## config.mk

```make
export PLATFORM = sky130hd
export DESIGN_NAME = alu_md_control_flat
export DESIGN_NICKNAME = d
export VERILOG_FILES = /design/src/rtl/alu_md_control_if.sv /design/src/rtl/alu_md_control.sv /design/src/flat_wrapper.sv
export SDC_FILE = /design/constraint.sdc
export NUM_CORES = 1
export LEC_CHECK = 0
export ABC_AREA = 0
export BUFFER_PORTS_ARGS = -buffer_cell sky130_fd_sc_hd__buf_2
export CAP_MARGIN = 25
export CELL_PAD_IN_SITES_DETAIL_PLACEMENT = 0
export CELL_PAD_IN_SITES_GLOBAL_PLACEMENT = 2
export CORE_MARGIN = 2
export CORE_UTILIZATION = 29
export DETAILED_ROUTE_END_ITERATION = 10
export GPL_TIMING_DRIVEN = 0
export HOLD_SLACK_MARGIN = 0.08
export PLACE_DENSITY = 0.88
export SETUP_SLACK_MARGIN = 0.3
export SLEW_MARGIN = 20
export SYNTH_ARGS = -nofsm -noshare
export SYNTH_HDL_FRONTEND = slang
export SYNTH_SLANG_ARGS = --single-unit
```

## constraint.sdc

```tcl
create_clock -name CLK -period 5.05 [get_ports CLK]
set_input_delay 0.505 -clock CLK [delete_from_list [all_inputs] [get_ports CLK]]
set_output_delay 0.505 -clock CLK [all_outputs]
set_load 0.005 [all_outputs]
```

## src/rtl/alu_md_control_if.sv

```systemverilog
// rtl/alu_md_control_if.sv - decode-side bundle between instruction decode and alu_md_control
interface alu_md_control_if #(
  parameter int ALU_CTRL_W = 3
);
  logic                  EN_PC;
  logic [6:0]            opcode;
  logic [2:0]            Funct3;
  logic                  Funct7_5;
  logic                  Funct7_0;
  logic                  Flush;
  logic [ALU_CTRL_W-1:0] ALU_Ctrl;
  logic                  Sub;
  logic                  MD_Start;
  logic [2:0]            MD_Op;
  logic                  Stall;
  logic                  MD_Valid;
  logic                  WB_MD;
  logic                  Illegal;

  modport master (
    output EN_PC, opcode, Funct3, Funct7_5, Funct7_0, Flush,
    input  ALU_Ctrl, Sub, MD_Start, MD_Op, Stall, MD_Valid, WB_MD, Illegal
  );

  modport slave (
    input  EN_PC, opcode, Funct3, Funct7_5, Funct7_0, Flush,
    output ALU_Ctrl, Sub, MD_Start, MD_Op, Stall, MD_Valid, WB_MD, Illegal
  );
endinterface

```

## src/rtl/alu_md_control.sv

```systemverilog
// rtl/alu_md_control.sv - ALU control decoder with RV32M multiply/divide sequencer
module alu_md_control #(
  parameter int ALU_CTRL_W = 3,
  parameter int MUL_LAT    = 2,
  parameter int DIV_LAT    = 32,
  parameter int CNT_W      = 6
) (
  input  logic              CLK,
  input  logic              rst_n,
  alu_md_control_if.slave   bus
);

  localparam logic [6:0] OP_R      = 7'b0110011;
  localparam logic [6:0] OP_IMM    = 7'b0010011;
  localparam logic [6:0] OP_BRANCH = 7'b1100011;
  localparam logic [6:0] OP_LOAD   = 7'b0000011;
  localparam logic [6:0] OP_STORE  = 7'b0100011;
  localparam logic [6:0] OP_JALR   = 7'b1100111;
  localparam logic [6:0] OP_JAL    = 7'b1101111;
  localparam logic [6:0] OP_LUI    = 7'b0110111;
  localparam logic [6:0] OP_AUIPC  = 7'b0010111;

  localparam logic [ALU_CTRL_W-1:0] ALU_NOP = '1;
  localparam logic [ALU_CTRL_W-1:0] ALU_ADD = ALU_CTRL_W'(0);
  localparam logic [ALU_CTRL_W-1:0] ALU_SLT = ALU_CTRL_W'(1);
  localparam logic [ALU_CTRL_W-1:0] ALU_LOG = ALU_CTRL_W'(2);
  localparam logic [ALU_CTRL_W-1:0] ALU_SHF = ALU_CTRL_W'(3);
  localparam logic [ALU_CTRL_W-1:0] ALU_BR  = ALU_CTRL_W'(4);

  // Counter is loaded with LAT-1 so that BUSY lasts exactly LAT cycles.
  localparam logic [CNT_W-1:0] MUL_CNT = CNT_W'(MUL_LAT - 1);
  localparam logic [CNT_W-1:0] DIV_CNT = CNT_W'(DIV_LAT - 1);

  typedef enum logic [1:0] {S_IDLE, S_BUSY, S_DONE} state_e;

  state_e           state_q, state_d;
  logic [CNT_W-1:0] cnt_q, cnt_d;
  logic [2:0]       md_op_q, md_op_d;

  logic                  is_mop;
  logic                  mop_legal;
  logic                  start;
  logic [ALU_CTRL_W-1:0] base_ctrl;
  logic                  base_ill;

  assign is_mop    = bus.EN_PC && (bus.opcode == OP_R) && bus.Funct7_0;
  assign mop_legal = is_mop && !bus.Funct7_5;
  assign start     = (state_q == S_IDLE) && mop_legal && !bus.Flush;

  always_ff @(posedge CLK or negedge rst_n) begin
    if (!rst_n) begin
      state_q <= S_IDLE;
      cnt_q   <= '0;
      md_op_q <= '0;
    end else begin
      state_q <= state_d;
      cnt_q   <= cnt_d;
      md_op_q <= md_op_d;
    end
  end

  always_comb begin
    state_d = state_q;
    cnt_d   = cnt_q;
    md_op_d = md_op_q;
    case (state_q)
      S_IDLE: begin
        if (start) begin
          state_d = S_BUSY;
          md_op_d = bus.Funct3;
          cnt_d   = bus.Funct3[2] ? DIV_CNT : MUL_CNT;
        end
      end
      S_BUSY: begin
        if (bus.Flush) begin
          state_d = S_IDLE;
          cnt_d   = '0;
        end else if (cnt_q == '0) begin
          state_d = S_DONE;
        end else begin
          cnt_d = cnt_q - 1'b1;
        end
      end
      S_DONE: begin
        state_d = S_IDLE;
        if (bus.Flush) cnt_d = '0;
      end
      default: begin
        state_d = S_IDLE;
        cnt_d   = '0;
      end
    endcase
  end

  always_comb begin
    base_ctrl = ALU_NOP;
    base_ill  = 1'b0;
    case (bus.opcode)
      OP_R, OP_IMM: begin
        case (bus.Funct3)
          3'b000:                 base_ctrl = ALU_ADD;
          3'b010, 3'b011:         base_ctrl = ALU_SLT;
          3'b100, 3'b110, 3'b111: base_ctrl = ALU_LOG;
          default:                base_ctrl = ALU_SHF;
        endcase
      end
      OP_BRANCH: base_ctrl = ALU_BR;
      OP_LOAD, OP_STORE, OP_JALR, OP_JAL, OP_LUI, OP_AUIPC: base_ctrl = ALU_ADD;
      default: base_ill = 1'b1;
    endcase
  end

  // Reset gates every output, so a reset mid-op shows no stall or result.
  always_comb begin
    bus.ALU_Ctrl = ALU_NOP;
    bus.Sub      = 1'b0;
    bus.MD_Start = 1'b0;
    bus.Stall    = 1'b0;
    bus.MD_Valid = 1'b0;
    bus.WB_MD    = 1'b0;
    bus.Illegal  = 1'b0;
    if (rst_n) begin
      case (state_q)
        S_IDLE: begin
          if (is_mop) begin
            bus.Illegal  = bus.Funct7_5;
            bus.MD_Start = start;
            bus.Stall    = start;
          end else if (bus.EN_PC) begin
            bus.ALU_Ctrl = base_ctrl;
            bus.Illegal  = base_ill;
            bus.Sub      = (bus.opcode == OP_R) && bus.Funct7_5;
          end
        end
        S_BUSY: bus.Stall = 1'b1;
        S_DONE: begin
          bus.MD_Valid = !bus.Flush;
          bus.WB_MD    = !bus.Flush;
        end
        default: bus.Stall = 1'b0;
      endcase
    end
  end

  assign bus.MD_Op = md_op_q;

endmodule

```

## src/flat_wrapper.sv

```systemverilog
// flat-port wrapper written by rule: the top's interface ports become plain ports
module alu_md_control_flat 
#(
  parameter int ALU_CTRL_W = 3,
  parameter int MUL_LAT    = 2,
  parameter int DIV_LAT    = 32,
  parameter int CNT_W      = 6
)
  (CLK, rst_n, bus_EN_PC, bus_opcode, bus_Funct3, bus_Funct7_5, bus_Funct7_0, bus_Flush, bus_ALU_Ctrl, bus_Sub, bus_MD_Start, bus_MD_Op, bus_Stall, bus_MD_Valid, bus_WB_MD, bus_Illegal);
  alu_md_control_if #(.ALU_CTRL_W(ALU_CTRL_W)) bus_i ();
  input  logic CLK;
  input  logic rst_n;
  input wire logic [$bits(bus_i.EN_PC)-1:0] bus_EN_PC;
  input wire logic [$bits(bus_i.opcode)-1:0] bus_opcode;
  input wire logic [$bits(bus_i.Funct3)-1:0] bus_Funct3;
  input wire logic [$bits(bus_i.Funct7_5)-1:0] bus_Funct7_5;
  input wire logic [$bits(bus_i.Funct7_0)-1:0] bus_Funct7_0;
  input wire logic [$bits(bus_i.Flush)-1:0] bus_Flush;
  output wire logic [$bits(bus_i.ALU_Ctrl)-1:0] bus_ALU_Ctrl;
  output wire logic [$bits(bus_i.Sub)-1:0] bus_Sub;
  output wire logic [$bits(bus_i.MD_Start)-1:0] bus_MD_Start;
  output wire logic [$bits(bus_i.MD_Op)-1:0] bus_MD_Op;
  output wire logic [$bits(bus_i.Stall)-1:0] bus_Stall;
  output wire logic [$bits(bus_i.MD_Valid)-1:0] bus_MD_Valid;
  output wire logic [$bits(bus_i.WB_MD)-1:0] bus_WB_MD;
  output wire logic [$bits(bus_i.Illegal)-1:0] bus_Illegal;
  assign bus_i.EN_PC = bus_EN_PC;
  assign bus_i.opcode = bus_opcode;
  assign bus_i.Funct3 = bus_Funct3;
  assign bus_i.Funct7_5 = bus_Funct7_5;
  assign bus_i.Funct7_0 = bus_Funct7_0;
  assign bus_i.Flush = bus_Flush;
  assign bus_ALU_Ctrl = bus_i.ALU_Ctrl;
  assign bus_Sub = bus_i.Sub;
  assign bus_MD_Start = bus_i.MD_Start;
  assign bus_MD_Op = bus_i.MD_Op;
  assign bus_Stall = bus_i.Stall;
  assign bus_MD_Valid = bus_i.MD_Valid;
  assign bus_WB_MD = bus_i.WB_MD;
  assign bus_Illegal = bus_i.Illegal;
  alu_md_control #(.ALU_CTRL_W(ALU_CTRL_W), .MUL_LAT(MUL_LAT), .DIV_LAT(DIV_LAT), .CNT_W(CNT_W)) u_core (.CLK(CLK), .rst_n(rst_n), .bus(bus_i));
endmodule
```

==> qor.yml, run 1 <==
route.detailed.drc: 0
synth_cell_types: 32
clkPwrFrac_pct: 33.5
reg2regPathDepth: 7
min_period_over_period_pct: 46.6
synth.net_count: 118
ys_seq_area_share_pct: 33.5
clockRootBuffer: "clkbuf_4"
startpoint_type: "flip-flop"
ys_warn_count: 0
netlist_instances: 100
nets: 150
synth_async_sr_flop_share_pct: 100
vias: 817
cts_inserted_buffers: 3
clockBufferDepth: 2
wl_microns: 2000
worstPathRequired_ps: 4550
fin_crit_ps: 2350
hold_class: "input port to async pin"
cts_resized: 0
overflow: 0
htreeDepth: 1
grt_max_degree: 16
cts_setup_buffers: 0
critPathLaunch: "u_core.state_q[1]$_DFFE_PN0P_"
synth_area_sq_um: 822
synth_edf_count: 0
crit_chain: "buf_2, nor2_1, nand3_1, nor2b_1, o211ai_1, buf_2"
grt_pass1_vias: 832
holdWs_ps: 112
crit_arrival_ps: 1850
power_switching_w: 0.0000471
max_slew_margin_pct: 71.5
dr_wl_met3_microns: 80
finalSetupTns_ps: 0
first_pass_iters: 4
die_area_sq_um: 3280
hold_violations: 0
timing.fmax_ghz: 0.425
r2r_slack_ps: 3230
area_delta_synth_final_pct: 24.4
wl_met1_microns: 904
numClockSinks: 11
regToRegStartpoint: "u_core.state_q[1]$_DFFE_PN0P_"
grt_usage_pct: 14.1
drive_above_1_share_pct: 29.8
worst-slew-pin-transition_ps: 424
final-seq-area_sq_um: 275
dr.max_layer_used: "met4"
synth_area_per_cell_sq_um: 8.22
wire_per_inst_microns: 12.3
drt_iter0_markers: 14
yosysTopAreaCell: "dfrtp_1"
peakVddDrop_mv: 0.124
power_leakage_nw: 0.480
comb_power_share_pct: 15.3
finalSetupViolCount: 0
fillers: 303
clk_pin_slew_ps: 70
grt_pass1_wl_microns: 3590
yosysTopAreaCellShare_pct: 33.5
multiInputGateArea_sq_um: 510
met2_length_microns: 993
switching_share_pct: 26.2
antenna_found_initial: 0
io_pins: 28
viasPerCell: 5.04
cp_num_buf_inv: 2
slew_violations: 0
synth.area.top_cells: "dfrtp_1 33%, a21oi_1 5.5%, o21ai_0 5.5%, nor2_1 5.0%, nand2_1 3.7%"
cts_hold_buf: 0
p_int_w: 0.000133
slowest_stage: "nor2_1"
cts_tree: "done"
finClkSkew_ps: 6.31
dpl.hpwl_microns: 1630
status: "completed"
critical_path_class: "flip-flop to output port"
drv_cap: 0
gp_congestion: 0.744
die_x_microns: 57.2
initial_core_util_pct: 30.1
p_seq_share_pct: 51.2
die_y_microns: 57.2
ys.flop_type: "dfrtp_1"
rsz0062_at_grt: "no"
cp_max_fo: 9
port-buffer-count: 27
antennaDiodeCount: 0
cpLargestDelayFamily: "simple AND/OR/NAND/NOR gates"
synth-seq-cells: 11
clock_latency_ps: 270
num_rows: 19
synth_commonest_cells: "11 x dfrtp_1, 11 x nor2_1, 9 x a21oi_1, 9 x o21ai_0, 8 x nand2_1"
timing.rr.end: "u_core.cnt_q[3]$_DFFE_PN0P_"
cp-end-kind: "output port"
core_sq_um: 2730
ant_nets: 0
cp_common_cell: "buf_2"
powerDensity_nw_per_um2: 176
max_stage_delay_ps: 370
## sequential cells by signal (all words and copies together) (netlist names)
name / count
u_core.cnt_q: 6
u_core.bus.MD_Op: 3
u_core.state_q: 2
## routing by layer
| layer | vias up | global-route usage (%) |
|---|---|---|
| li1 | 425 | - |
| met1 | 372 | 17.8 |
| met2 | 18 | 23.6 |
| met3 | 2 | 1.81 |
| met4 | 0 | 6.98 |
| met5 | - | 0 |
## power groups by stage
stage                      logic, W  registers (W)  clock network [W]
after floorplan           0.0000137      0.0000933                  0
after global placement    0.0000274      0.0000937                  0
after detailed placement  0.0000280      0.0000938                  0
after CTS                 0.0000281      0.0000921          0.0000635
after global routing      0.0000320      0.0000923          0.0000663
final                     0.0000274      0.0000920          0.0000603
## metrics by stage
step	area [sq um]	instances	setup WS, ps	total power, W	utilization, %
after floorplan	822	100	3130	0.000107	-
after global placement	996	158	2770	0.000121	36.4
after detailed placement	996	158	2780	0.000122	36.4
after CTS	1020	162	2690	0.000184	37.4
after global routing	1020	162	2520	0.000191	37.4
final	1020	162	2700	0.000180	37.4
## final cells by class
| cell class | instances | area share, % |
|---|---|---|
| multi-input cells | 81 | 49.9 |
| flip-flops and latches | 11 | 26.9 |
| repair buffers | 27 | 13.2 |
| well taps | 31 | 3.79 |
| clock buffers | 4 | 2.57 |
| inverters | 5 | 1.84 |
| plain buffers | 3 | 1.71 |
## worst max path at each step
| stage | endpoint | slack, ps | depth (start not counted) |
|---|---|---|---|
| 2_1_floorplan | bus_Stall | 3130 | 4 |
| 3_3_place_gp | bus_Stall | 2770 | 6 |
| 3_5_place_dp | bus_Stall | 2780 | 6 |
| 4_1_cts | bus_ALU_Ctrl[0] | 2690 | 6 |
| 5_1_grt | bus_ALU_Ctrl[0] | 2520 | 6 |
| 6_report | bus_ALU_Ctrl[0] | 2700 | 6 |
## placed cells by master (no fill, tap or decap)
master and n:
a21oi_1 9, a211oi_1 2, o21a_1 2, ha_1 2, nor2_1 11, and3_1 1, clkbuf_4 3, o211ai_1 2
o21bai_1 1, nand3b_1 2, nor3b_1 2, dfrtp_1 11, clkbuf_1 1, or2_2 1, nand3_1 4, and4bb_2 1
o21ai_0 9, nor2b_1 4, a211o_1 1, nor3_1 5, buf_2 29, o31ai_4 1, o32a_4 1, o31ai_1 1
nand2_1 8, or3_1 1, nand2b_1 4, or3b_1 1, and4_1 1, mux2_2 2, a32oi_1 1, inv_1 5
buf_4 1, and2_1 1
## cell families after synthesis
kind of cell,Yosys count,share of synthesized area [%]
DFF,11,33.5
muxes,2,2.74
buffers and inverters,8,4.41
AOI/OAI and AO/OA,30,25.7
and+or+nand+nor,47,30.6
adders and majority gates,2,3.04
(Power assumes the default switching activity.)
==> run 2, diff against run 1 <==
CORE_UTILIZATION = 27   (was 29)
PLACE_DENSITY = 0.83   (was 0.88)
clock period = 2.3 ns   (was 5.05 ns; I/O delays follow)
==> run 2 against run 1 <==
Against the previous run: via count grew 4.7%; clock skew fell by 0.63 ps; first-iteration DRC count rose by 79%; critical endpoint is now u_core.cnt_q[3]$_DFFE_PN0P_.
==> qor.yml, run 2 (synthesis results as in run 1) <==
crit_arrival_ps: 2040  # +190 ps
clk_pin_slew_ps: 80  # about the same
final_cell_mix: "29 x buf_2, 11 x dfrtp_1, 10 x nor2_1, 9 x a21oi_1"
powerDensity_nw_per_um2: 391  # +120%
finalSetupTns_ps: 0  # unchanged
die_x_microns: 59.2  # +3.4%
route.detailed.drc: 0  # unchanged
vias: 855  # +4.7%
r2r_slack_ps: 460  # -2770 ps
regToRegStartpoint: "u_core.state_q[1]$_DFFE_PN0P_"
crit_chain: "buf_2, or3b_1, buf_2, o32a_4, o31ai_4, o21ai_0, o21ai_0"
dr.max_layer_used: "met4"
fin_crit_ps: 1840
first_pass_iters: 4  # unchanged
status: "completed"
finalSetupViolCount: 0  # unchanged
multiInputGateArea_sq_um: 520  # +2.0%
cp.depth: 7  # +1
dr_wl_met3_microns: 106  # +33%
startpoint_type: "flip-flop"
overflow: 0  # unchanged
antennaDiodeCount: 0  # unchanged
grt_pass1_vias: 878  # +5.5%
wl_microns: 2200  # +10%
port-buffer-count: 27  # unchanged
io_pins: 28  # unchanged
min_period_over_period_pct: 79.9
cts_inserted_buffers: 3  # unchanged
area_delta_synth_final_pct: 27.1
dpl.hpwl_microns: 1670  # +2.5%
drt_iter0_markers: 25  # +11
dpl.cell_count: 160  # +1.3%
worstPathRequired_ps: 2500  # -2050 ps
post_dp_cell_area_sq_um: 998  # +0.25%
htreeDepth: 1  # unchanged
num_rows: 20  # +1
nets: 151  # +0.67%
grt_usage_pct: 14.8  # +0.74 points
timing.fmax_ghz: 0.544
layout.cells.non_filler: 165  # +1.9%
grt_pass1_wl_microns: 3990  # +11%
gp_congestion: 0.777  # +4.4%
cp_num_buf_inv: 2  # unchanged
layout_setup_ws_ps: 463  # -2240 ps
final_common_cell: "buf_2"
initial_core_util_pct: 27.6  # -2.5 points
die_area_sq_um: 3500  # +6.9%
hp-start: "bus_Funct3[0]"
max_slew_margin_pct: 64.4  # -7.1 points
cts_setup_buffers: 0  # unchanged
rsz0062_at_grt: "yes"
reg2regPathDepth: 7  # unchanged
final-seq-area_sq_um: 275  # unchanged
drive_above_1_share_pct: 31.1  # +1.3 points
holdPathStages: 2
clockRootBuffer: "clkbuf_4"
peakVddDrop_mv: 0.108  # -13%
power_w: 0.000408  # +130%
clockBufferDepth: 2  # unchanged
wl_met1_microns: 983  # +8.7%
finClkSkew_ps: 5.68  # -0.631 ps
viasPerCell: 5.18  # +2.7%
worst-slew-pin-transition_ps: 532  # +109 ps
critical_path_class: "flip-flop to flip-flop"
antenna_found_initial: 0  # unchanged
largest_register: "u_core.cnt_q"
hold_violations: 0  # unchanged
wire_per_inst_microns: 13.3  # +8.0%
numClockSinks: 11  # unchanged
largest_register_ffs: 6  # unchanged
pre_cts_ws_ps: 496  # -2280 ps
cp_max_fo: 10  # +1
met2_length_microns: 1090  # +9.4%
cp-end-kind: "flip-flop"
slowest_stage: "dfrtp_1"
fin_area_sq_um: 1040  # +2.2%
clock_latency_ps: 280  # about the same
drv_cap: 0  # unchanged
power_leakage_nw: 0.489  # +2.0%
grt_max_degree: 12  # -4
hold_class: "input port to flip-flop"
ant_nets: 0  # unchanged
cpLargestDelayFamily: "compound AO/OA/AOI/OAI gates"
fillers: 321  # +5.9%
slew_violations: 0  # unchanged
cts_tree: "done"
max_stage_delay_ps: 360  # about the same
die_y_microns: 59.2  # +3.4%
core_sq_um: 2980  # +8.9%
critPathLaunch: "u_core.state_q[1]$_DFFE_PN0P_"
==> run 2: per-layer routing <==
layer	GRT usage (%)	vias up
met2	23.7	27
met5	0	-
met4	7.47	0
met1	19.2	401
li1	-	424
met3	2.62	3
==> run 2: path summary, 6_finish.rpt <==
check | endpoint
max in group asynchronous | u_core.cnt_q[3]$_DFFE_PN0P_
min in group asynchronous | u_core.cnt_q[5]$_DFFE_PN0P_
hold / removal | u_core.bus.MD_Op[0]$_DFFE_PN0P_
setup / recovery | u_core.cnt_q[3]$_DFFE_PN0P_
setup reg to reg | u_core.cnt_q[3]$_DFFE_PN0P_
hold reg to reg | u_core.bus.MD_Op[2]$_DFFE_PN0P_
==> run 2: where the power goes <==
part           internal (W)  leakage [nW]  switching [W]
clock network     0.0000674        0.0150      0.0000757
registers          0.000198         0.146     0.00000409
logic             0.0000276         0.328      0.0000356
==> run 2: metrics by stage <==
stage | utilization [%] | hold slack (ps)
2_1_floorplan | - | -65.6
3_3_place_gp | 33.5 | 141
3_5_place_dp | 33.5 | 146
4_1_cts | 34.8 | 194
5_1_grt | 35.1 | 204
6_report | 35.1 | 191
==> run 2: repair_timing <==
item | 4_1_cts | 5_1_grt
endpoints found under the hold margin | 11 | 0
hold buffers | 1 | 0
resized for setup | 1 | 3
pin swaps | 0 | 1
endpoints found under the setup margin | 3 | 4
==> run 2: area by class of cell <==
type | instances | area share [%]
Buffer | 3 | 1.68
Tap cell | 33 | 3.95
Inverter | 5 | 1.80
Clock buffer | 4 | 2.51
Multi-Input combinational cell | 81 | 49.8
Sequential cell | 11 | 26.3
Timing Repair Buffer | 28 | 13.9
==> run 3, diff against run 2 <==
CORE_UTILIZATION = 24   (was 27)
PLACE_DENSITY = 0.78   (was 0.83)
clock period = 1.6 ns   (was 2.3 ns; I/O delays follow)
==> run 3 against run 2 <==
Against the previous run: the run now ends with setup timing left; core utilization rose by 5.0 points; fmax rose by 7.0%; final area rose by 27%; combinational power rose by 100%; register-to-register slack got worse by 580 ps; flip-flop and latch count did not move; largest power group unchanged.
==> qor.yml, run 3 (synthesis results as in run 1) <==
status: "complete, but fails checks"
violations: "setup timing"
area_delta_synth_final_pct: 61.5
final_common_cell: "buf_2"
power_switching_w: 0.000167  # +45%
layout_setup_ws_ps: -116  # -579 ps
wl_microns: 2560  # +16%
drv_cap: 0  # unchanged
clkPwrFrac_pct: 31.6  # -3.4 points
numClockSinks: 11  # unchanged
die_area_sq_um: 3910  # +12%
gp_congestion: 0.741  # -4.6%
clockBufferDepth: 2  # unchanged
die_x_microns: 62.5  # +5.7%
dpl.hpwl_microns: 1680  # +0.72%
viasPerCell: 4.76  # -8.2%
clk_pin_slew_ps: 80  # about the same
first_pass_iters: 4  # unchanged
peakVddDrop_mv: 0.141  # +32%
comb_power_share_pct: 21.2  # +5.7 points
switching_share_pct: 27.3  # -0.92 points
cp_num_buf_inv: 2  # unchanged
wire_per_inst_microns: 13.2  # -1.1%
startpoint_type: "flip-flop"
regToRegStartpoint: "u_core.state_q[1]$_DFFE_PN0P_"
hp-start: "bus_Funct3[0]"
die_y_microns: 62.5  # +5.7%
htreeDepth: 1  # unchanged
max_slew_margin_pct: 62.3  # -2.1 points
timing.fmax_ghz: 0.583  # +7.0%
antennaDiodeCount: 0  # unchanged
reg2regPathDepth: 7  # unchanged
initial_core_util_pct: 24.8  # -2.8 points
cts_inserted_buffers: 3  # unchanged
finalSetupViolCount: 12  # +12
final_cell_mix: "26 x buf_2, 11 x buf_4, 10 x dfrtp_1, 9 x nor2_1"
hold_violations: 0  # unchanged
cts_tree: "done"
grt_usage_pct: 13.7  # -1.1 points
worstHoldEndpoint: "u_core.bus.MD_Op[0]$_DFFE_PN0P_"
holdPathStages: 2  # unchanged
dpl.cell_count: 173  # +8.1%
drt_iter0_markers: 100  # +300%
ant_nets: 0  # unchanged
clock_latency_ps: 260  # -20 ps
largest_register: "u_core.cnt_q"
slowest_stage: "dfrtp_1"
grt_pass1_vias: 926  # +5.5%
largest_register_ffs: 6  # unchanged
max_stage_delay_ps: 380  # +20 ps
finalSetupTns_ps: -799  # -799 ps
critical_path_class: "flip-flop to flip-flop"
worst-slew-pin-transition_ps: 564  # +31.4 ps
layout.cells.non_filler: 194  # +18%
cpLargestDelayFamily: "compound AO/OA/AOI/OAI gates"
p_int_w: 0.000444  # +52%
cp-end-kind: "flip-flop"
crit_arrival_ps: 1910  # -130 ps
crit_chain: "buf_6, or3b_4, buf_6, o32a_4, o31ai_4, o21ai_1, o21ai_1"
io_pins: 28  # unchanged
route.detailed.drc: 0  # unchanged
min_period_over_period_pct: 107  # +27 points
power_leakage_nw: 0.606  # +24%
num_rows: 21  # +5.0%
grt_pass1_wl_microns: 4270  # +7.1%
finClkSkew_ps: 1.95  # -3.73 ps
timing.rr.end: "u_core.cnt_q[3]$_DFFE_PN0P_"
overflow: 0  # unchanged
antenna_found_initial: 0  # unchanged
core_sq_um: 3310  # +11%
worstPathRequired_ps: 1790  # -710 ps
nets: 167  # +11%
r2r_slack_ps: -120  # -580 ps
slew_violations: 0  # unchanged
rsz0062_at_grt: "yes"
cp_max_fo: 5  # -5
drive_above_1_share_pct: 48.6  # +18 points
grt_max_degree: 12  # unchanged
port-buffer-count: 27  # unchanged
pre_cts_ws_ps: -137  # -633 ps
p_seq_share_pct: 47.2  # -2.3 points
fin_crit_ps: 1720  # -121 ps
hold_class: "input port to flip-flop"
powerDensity_nw_per_um2: 461  # +18%
clockRootBuffer: "clkbuf_4"
vias: 923  # +8.0%
run 3: cell count changes in the layout (fill, tap and decap cells not counted), moves of 2 or more:
| cell | delta |
|---|---|
| buf_6 | +8 |
| buf_2 | -3 |
| o21ai_1 | +5 |
| buf_4 | +10 |
| o21ai_0 | -5 |
| nand3_1 | -2 |
| nand2b_4 | +2 |
| nand2b_1 | -2 |
run 3: area by class of cell:
| type | instances | area (sq um) |
|---|---|---|
| plain buffers | 3 | 30.0 |
| repair buffers | 43 | 283 |
| clock buffers | 4 | 26.3 |
| fillers | 354 | 1980 |
| flip-flops and latches | 11 | 277 |
| well taps | 46 | 57.6 |
| inverters | 5 | 18.8 |
| multi-input cells | 82 | 636 |
run 3: routing by layer:
layer	global-route usage, %	routed length (microns)	vias to the layer above	part of all wire [%]
met5	0	0	-	0
met4	4.17	13	0	0.51
met3	2.16	89	2	3.5
met2	24.9	1330	25	52
met1	16.6	1130	438	44
li1	-	-	458	-
run 3: power groups by stage:
| stage | registers, W | clock network (W) | logic [W] |
|---|---|---|---|
| final | 0.000289 | 0.000194 | 0.000129 |
| after global routing | 0.000289 | 0.000213 | 0.000143 |
| after CTS | 0.000289 | 0.000208 | 0.000115 |
| after detailed placement | 0.000296 | 0 | 0.0000921 |
| after global placement | 0.000296 | 0 | 0.0000915 |
| after floorplan | 0.000295 | 0 | 0.0000471 |
run 3: what timing repair did:
item / in CTS / in global routing
endpoints found under the hold margin: 11 / 0
setup buffers: 11 / 4
pin swaps: 6 / 7
gates cloned: 1 / 0
setup endpoints to repair: 19 / 17
resized for setup: 23 / 7
hold buffers: 1 / 0
run 3: worst max path at each step:
stage                                  start                          end  depth (start not counted)
2_1_floorplan  u_core.state_q[1]$_DFFE_PN0P_  u_core.cnt_q[1]$_DFFE_PN0P_                          7
3_3_place_gp   u_core.state_q[1]$_DFFE_PN0P_              bus_ALU_Ctrl[1]                          6
3_5_place_dp   u_core.state_q[1]$_DFFE_PN0P_  u_core.cnt_q[3]$_DFFE_PN0P_                          6
4_1_cts        u_core.state_q[1]$_DFFE_PN0P_  u_core.cnt_q[1]$_DFFE_PN0P_                          7
5_1_grt        u_core.state_q[1]$_DFFE_PN0P_  u_core.cnt_q[3]$_DFFE_PN0P_                          7
6_report       u_core.state_q[1]$_DFFE_PN0P_  u_core.cnt_q[3]$_DFFE_PN0P_                          7
run 3: per-stage QoR:
step	hold slack [ps]	area, sq um	power (W)	util, %
after floorplan	-136	842	0.000342	-
final	141	1330	0.000611	40.1
after global routing	142	1330	0.000645	40.1
after detailed placement	77.5	1030	0.000388	31.3
after global placement	78.9	1030	0.000387	31.3
after CTS	130	1270	0.000612	38.3
